==> src/rtl/param_sp_ram.sv <==
// Single-port synchronous RAM with byte strobes, 1/2-cycle read latency,
// read-valid flag, hardware clear sweep and illegal-request error pulse.

module param_sp_ram_lane #(
  parameter int ADDR_W = 5,
  parameter int DEPTH  = 32
) (
  input  logic              clk,
  input  logic              reset,
  input  logic              we,
  input  logic [ADDR_W-1:0] waddr,
  input  logic [7:0]        wdata,
  input  logic              re,
  input  logic [ADDR_W-1:0] raddr,
  output logic [7:0]        q
);
  logic [7:0] mem [DEPTH];

  always_ff @(posedge clk)
    if (we) mem[waddr] <= wdata;

  // Read register only moves on an in-range read, so it holds between reads.
  always_ff @(posedge clk)
    if (!reset)  q <= '0;
    else if (re) q <= mem[raddr];
endmodule

module param_sp_ram #(
  parameter int                DATA_W         = 8,
  parameter int                ADDR_W         = 5,
  parameter int                DEPTH          = 32,
  parameter int                RD_LAT         = 1,
  parameter int                CLEAR_ON_RESET = 1,
  parameter logic [DATA_W-1:0] INIT_VAL       = '0
) (
  input  logic                  clk,
  input  logic                  reset,
  input  logic [ADDR_W-1:0]     address,
  input  logic [DATA_W-1:0]     data_in,
  input  logic [DATA_W/8-1:0]   wstrb,
  input  logic                  write_enb,
  input  logic                  read_enb,
  input  logic                  clr_start,
  output logic                  ready,
  output logic                  busy,
  output logic [DATA_W-1:0]     data_out,
  output logic                  rd_valid,
  output logic                  err
);
  localparam int NB = DATA_W / 8;
  localparam logic [ADDR_W-1:0] LAST = ADDR_W'(DEPTH - 1);

  typedef enum logic {IDLE, CLEAR} state_t;

  state_t                 state;
  logic                   boot;
  logic [ADDR_W-1:0]      cnt;
  logic                   clearing, in_range, wr_acc, rd_acc, ill;
  logic [ADDR_W-1:0]      waddr;
  logic [NB-1:0]          lane_we;
  logic [NB-1:0][7:0]     lane_wd, lane_q;
  logic [RD_LAT:1]        vld_pipe;
  logic                   oor_q;
  logic [DATA_W-1:0]      s1_data;

  assign clearing = (state == CLEAR);
  assign busy     = clearing;
  assign ready    = (state == IDLE) && reset;
  assign in_range = {1'b0, address} < (ADDR_W+1)'(DEPTH);
  assign wr_acc   = ready && write_enb && !read_enb && in_range;
  assign rd_acc   = ready && read_enb && !write_enb;
  assign ill      = ready && ((write_enb && read_enb) ||
                              ((write_enb || read_enb) && !in_range));
  assign waddr    = clearing ? cnt : address;

  // boot marks the first cycle after reset release for the auto-clear.
  always_ff @(posedge clk) begin
    if (!reset) begin
      state <= IDLE;
      boot  <= 1'b1;
      cnt   <= '0;
    end else begin
      boot <= 1'b0;
      case (state)
        IDLE: begin
          cnt <= '0;
          if ((boot && CLEAR_ON_RESET != 0) || clr_start) state <= CLEAR;
        end
        CLEAR: begin
          cnt <= cnt + 1'b1;
          if (cnt == LAST) state <= IDLE;
        end
        default: state <= IDLE;
      endcase
    end
  end

  for (genvar i = 0; i < NB; i++) begin : g_lane
    assign lane_we[i] = clearing || (wr_acc && wstrb[i]);
    assign lane_wd[i] = clearing ? INIT_VAL[8*i +: 8] : data_in[8*i +: 8];
    param_sp_ram_lane #(.ADDR_W(ADDR_W), .DEPTH(DEPTH)) u_lane (
      .clk   (clk),
      .reset (reset),
      .we    (lane_we[i]),
      .waddr (waddr),
      .wdata (lane_wd[i]),
      .re    (rd_acc && in_range),
      .raddr (address),
      .q     (lane_q[i])
    );
  end

  // Out-of-range reads still produce a valid beat, forced to zero.
  assign s1_data = oor_q ? '0 : lane_q;

  always_ff @(posedge clk) begin
    if (!reset) begin
      vld_pipe <= '0;
      oor_q    <= 1'b0;
      err      <= 1'b0;
    end else begin
      vld_pipe <= RD_LAT'({vld_pipe, rd_acc});
      if (rd_acc) oor_q <= !in_range;
      err <= ill;
    end
  end

  assign rd_valid = vld_pipe[RD_LAT];

  if (RD_LAT == 2) begin : g_lat2
    logic [DATA_W-1:0] out_q;
    always_ff @(posedge clk)
      if (!reset)           out_q <= '0;
      else if (vld_pipe[1]) out_q <= s1_data;
    assign data_out = out_q;
  end else begin : g_lat1
    assign data_out = s1_data;
  end
endmodule

==> config.mk <==
export PLATFORM = sky130hd
export DESIGN_NAME = param_sp_ram
export DESIGN_NICKNAME = d
export VERILOG_FILES = /design/src/rtl/param_sp_ram.sv
export SDC_FILE = /design/constraint.sdc
export NUM_CORES = 1
export LEC_CHECK = 0
export CELL_PAD_IN_SITES_DETAIL_PLACEMENT = 0
export CELL_PAD_IN_SITES_GLOBAL_PLACEMENT = 1
export CORE_ASPECT_RATIO = 1.5
export CORE_MARGIN = 2
export CORE_UTILIZATION = 45
export CTS_BUF_LIST = sky130_fd_sc_hd__clkbuf_16
export CTS_CLUSTER_SIZE = 30
export DETAILED_ROUTE_END_ITERATION = 7
export MAX_ROUTING_LAYER = met4
export PLACE_DENSITY_LB_ADDON = 0.1
export SLEW_MARGIN = 10
export SYNTH_ARGS = -nofsm -noshare
export SYNTH_HDL_FRONTEND = slang
export SYNTH_SLANG_ARGS = --single-unit
export TNS_END_PERCENT = 30
==> constraint.sdc <==
create_clock -name clk -period 4.48 [get_ports clk]
set_input_delay 0.672 -clock clk [delete_from_list [all_inputs] [get_ports clk]]
set_output_delay 0.672 -clock clk [all_outputs]
set_load 0.02 [all_outputs]
# Yosys cells after proc, flatten, opt, wreduce, memory -nomap -nowiden
# Memories as Yosys holds them, arrays and structs flattened. A register that Yosys moved wholly into a read port is not among the register bits.
# Index checks and enable logic that the tools add are counted.
# totals
out_inout_bits	12
inputBits	19
reg_bits	9
mem_bits_rw	256
wordCells	31
memories	1
# mem_list
memory	depth	word_bits	rd	rd_ports_with_merged_regs	wr	line	text
g_lane[0].u_lane.mem	32	8	1	1	1	17	logic [7:0] mem [DEPTH];
# op_classes
n_eq_ne	1
n_addsub	1
muxes	9
reduce_logical	13
bitwise_logic	1
# op_table
cell	count
5-bit one-hot mux with 2 select lines	1
1-bit logical AND	8
8-bit 2-to-1 mux	1
5-bit by 1-bit adder with 5-bit output, second input constant	1
5-bit equality test, second input constant	1
1-bit 2-to-1 mux	5
5-bit 2-to-1 mux	1
1-bit logical NOT	3
1-bit logical OR	2
1-bit one-hot mux with 2 select lines	1
1-bit inverter	1

# Logic depth before layout (Yosys ltp)
# logic_depth
ltp_word	8
mapped_depth	8

# Hierarchy
# From an unflattened synthesis, not the netlist that was laid out.
# hier_totals
hier_cells	645
area_unflattened_um2	10826.6
# by_module_without_submodules
mod	n_inst	seq_area_each_um2	area_per_inst_um2	cells_each
param_sp_ram_lane	1	7847.5	10361.2	599
param_sp_ram	1	180.2	465.4	46

# Worst setup path before layout
# Ideal clock, no wire load.
# synth_timing
path_kind	input-to-reg
from	in address[0]
to	mem g_lane[0].u_lane.mem[13][0], enable pin
path_stages	7
arrival_ps	1993
slack_ps	2116
t_required_ps	4110
path_cell_list	buf_4 -> buf_12 -> buf_4 -> inv_2 -> o32ai_1 -> nand2_1 -> nor2_1
# synth_via
elab_chain_cells	1
# synth_lines
element	line	text
start: declaration	38	input logic [ADDR_W-1:0] address,
5-bit 2-to-1 mux	74	assign waddr = clearing ? cnt : address;
end: declaration	17	
# Every way passes these cells.

# Final worst setup path
# layout_timing
from	in reset
to	out ready
# layout_via
elab_chain_cells	1
# layout_lines
element	line	text
start: declaration	37	input logic reset,
1-bit logical AND	68	assign ready = (state == IDLE) && reset;
end: declaration	44	output logic ready,
# Every way passes these cells.

==> run metrics <==
Total Wirelength 24.6 mm; post-synth cell types 36; vias in the first global route 5796; Synth Area in Compound Gates 0.0733; post-synth net total 680; I/O pin count 31; row count 69; setup bufs post-CTS 0; delay-heaviest family, CP buffers and inverters; worst path bufs/invs 3; main combinational cell family by area after synthesis multiplexers; reg-to-reg slack, setup 1.87 ns; final setup TNS 0 ns; DRT Pass-1 Iters 6; CP Capture Type primary output; Synth Area in Adders 0.00230; vias per cell 5.58; Hold Crit Class flop to flop; XOR/XNOR share of the synthesized area 0.00161; total CTS buffers 24; pwr dens 415 nW/um^2; Slew headroom 0.118; status complete, no violations; syn_area_per_cell 16.5 sq um; pin slew with the least headroom to its limit 1.31 ns; initial antenna violation count 1; worst-path cell chain clkdlybuf4s50_1 > inv_2 > nor2_1 > clkdlybuf4s50_1; Placed Area 11500 sq um; fmax 336 MHz; Setup Viol. Count Final 0; worst hold path cell count 1; FF-to-FF End g_lane[0].u_lane.mem[8][2]$_DFFE_PP_; share of cells above drive strength 1 0.0846; core area 23700 sq um; cell mode on critical path clkdlybuf4s50_1; Hold Path Origin cnt[0]$_SDFF_PN0_; Setup crit start kind input port; launching point of the worst reg2reg path busy$_SDFF_PN0_; Setup Skew 0.0110 ns; Die Area 25500 sq um; routed vias 5740; DP Wirelength 16.2 mm; GPL Wtd Cong 0.845; clk sinks 273; Ys Warns 0; Seq cells post-synth 273; CTS max path bufs 3; DRT antenna net count 0; post-cts resize count 0; RSZ-0062 raised after global routing false; post-synthesis sequential area ratio 0.738; commonest non-fill, non-tap cell in the layout edfxtp_1; CTS root buffer clkbuf_16; Final Hold Violating Endpoints 0; Crit path arrival time 2.31 ns; Final Cycle Share 0.665; Max Cap Viol 0; Critical-path top delay cell clkdlybuf4s50_1; Simple-Gate Fraction of Synth Area 0.0393; data required time of the critical path 3.81 ns; leakage power 4.25 nW; Crit Path Max Fanout 13; first-pass GRT wire length 36.3 mm; Max VDD drop 0.000393 V; max incr delay on CP 0.75 ns; largest net degree at the start of global routing 65; First DRT Iteration DRCs 442; Final Slew Violations 0; Hold Path End cnt[0]$_SDFF_PN0_; crit path time final 2.98 ns; wire per inst 23.9 um; Initial Utilization 0.458; global route overflow 0; Gate Count Post-Synth 659; # nets final 712; mapped cell area 10900 sq um; worst skew pair latency 0.52 ns; die height 194 um; GRT Resource Usage Total 0.203; # port buffers 30; DR DRC count 0; mux cell area share after synthesis 0.120; CTS Hold Bufs 0; worst setup path category input port to primary output; CTS tree done; most frequent cells in the layout edfxtp_1, mux2i_1, a22oi_1, a21oi_1, nor2_1; Area Growth Syn to Fin 12.2%; Final Instance Area 12200 sq um; CTS H-tree lvls 1; R2R cell count 4; Die Wd 131 um; CTS clock-pin slew for the worst setup and hold paths 0.06 ns
## registers in the layout, indices dropped and copies added, names as in the netlist
signal             flops
boot                   1
rd_valid               1
cnt                    5
err                    1
busy                   1
g_lane.u_lane.q        8
g_lane.u_lane.mem    256
## per-layer routing
layer / track usage / share of wire / routed length (um)
met5: - / 0 / 0
met4: 0.0623 / 0.025 / 615
met3: 0.0273 / 0.044 / 1080
met2: 0.329 / 0.51 / 12400
met1: 0.267 / 0.43 / 10400
## worst reg2reg max path, delay by kind of cell (launching register included)
kind | cells | cell delay (ns)
AO/OA/AOI/OAI | 1 | 1.02
AND/OR/NAND/NOR | 2 | 0.57
buffers and inverters | 1 | 0.35
flip-flops | 1 | 0.31
## per-stage QoR
stage                     hold slack [ns]  power (mW)  setup WS, ns  cells   util
final                               0.526        5.07          1.50   1029  0.514
after floorplan                     0.461        3.08          2.12    659      -
after global routing                0.558        5.24          1.41   1029  0.514
after CTS                           0.527        5.11          1.51   1028  0.514
after detailed placement            0.512        3.20          1.16    984  0.483
after global placement              0.507        3.20          1.17    984  0.483
## synthesized netlist by cell type
cell	count	area (sq um)
edfxtp_1	256	7690
mux2i_1	129	1290
a22oi_1	64	480
a21oi_1	40	200
nor2_1	37	139
dfxtp_1	17	340
nand2_1	16	60.1
clkbuf_1	15	56.3
nor2b_1	10	62.6
buf_4	8	60.1
o21ai_0	8	40.0
or4_1	8	60.1
buf_2	6	30.0
o32ai_1	5	43.8
and3_1	4	25.0
inv_1	4	15.0
buf_12	3	60.1
buf_6	3	33.8
o21ai_1	3	15.0
ha_1	2	25.0
inv_2	2	7.51
nand2b_1	2	12.5
nand3_1	2	10.0
nor3_1	2	10.0
nor3b_1	2	15.0
a211oi_1	1	7.51
a41o_1	1	10.0
and2_1	1	6.26
and3b_1	1	8.76
buf_1	1	3.75
buf_8	1	15.0
mux2_2	1	11.3
nor4_2	1	12.5
or2_2	1	6.26
xnor2_1	1	8.76
xor2_1	1	8.76
## power breakdown
| group | switching, mW | leakage, nW | internal (mW) |
|---|---|---|---|
| clock network | 0.860 | 0.390 | 1.06 |
| logic | 0.212 | 1.38 | 0.105 |
| registers | 0.00868 | 2.48 | 2.82 |
| total | 1.08 | 4.25 | 3.99 |
## kinds of logic after synthesis
family | after synthesis
mux | 130
simple gates | 87
flops | 273
fa+ha+maj | 2
buf+inv | 43
xor+xnor | 2
compound gates | 122
## cell type report
cell class	instances	area, sq um
clock inverter	19	103
timing repair buffer	43	412
sequential	273	8030
fill	1950	11500
clock buffer	25	626
inverter	6	22.5
antenna	1	2.50
multi-input combinational	343	2620
tap	319	399
## how the worst max path moves through the flow
stage / slack (ns) / depth (start not counted) / start / endpoint
final: 1.50 / 4 / reset / ready
after global routing: 1.41 / 4 / reset / ready
after CTS: 1.51 / 4 / reset / ready
after detailed placement: 1.16 / 7 / address[2] / g_lane[0].u_lane.q[7]$_SDFFE_PN0P_
after global placement: 1.17 / 7 / address[2] / g_lane[0].u_lane.q[7]$_SDFFE_PN0P_
after floorplan: 2.12 / 7 / address[0] / g_lane[0].u_lane.mem[13][0]$_DFFE_PP_
(Power assumes the default switching activity.)
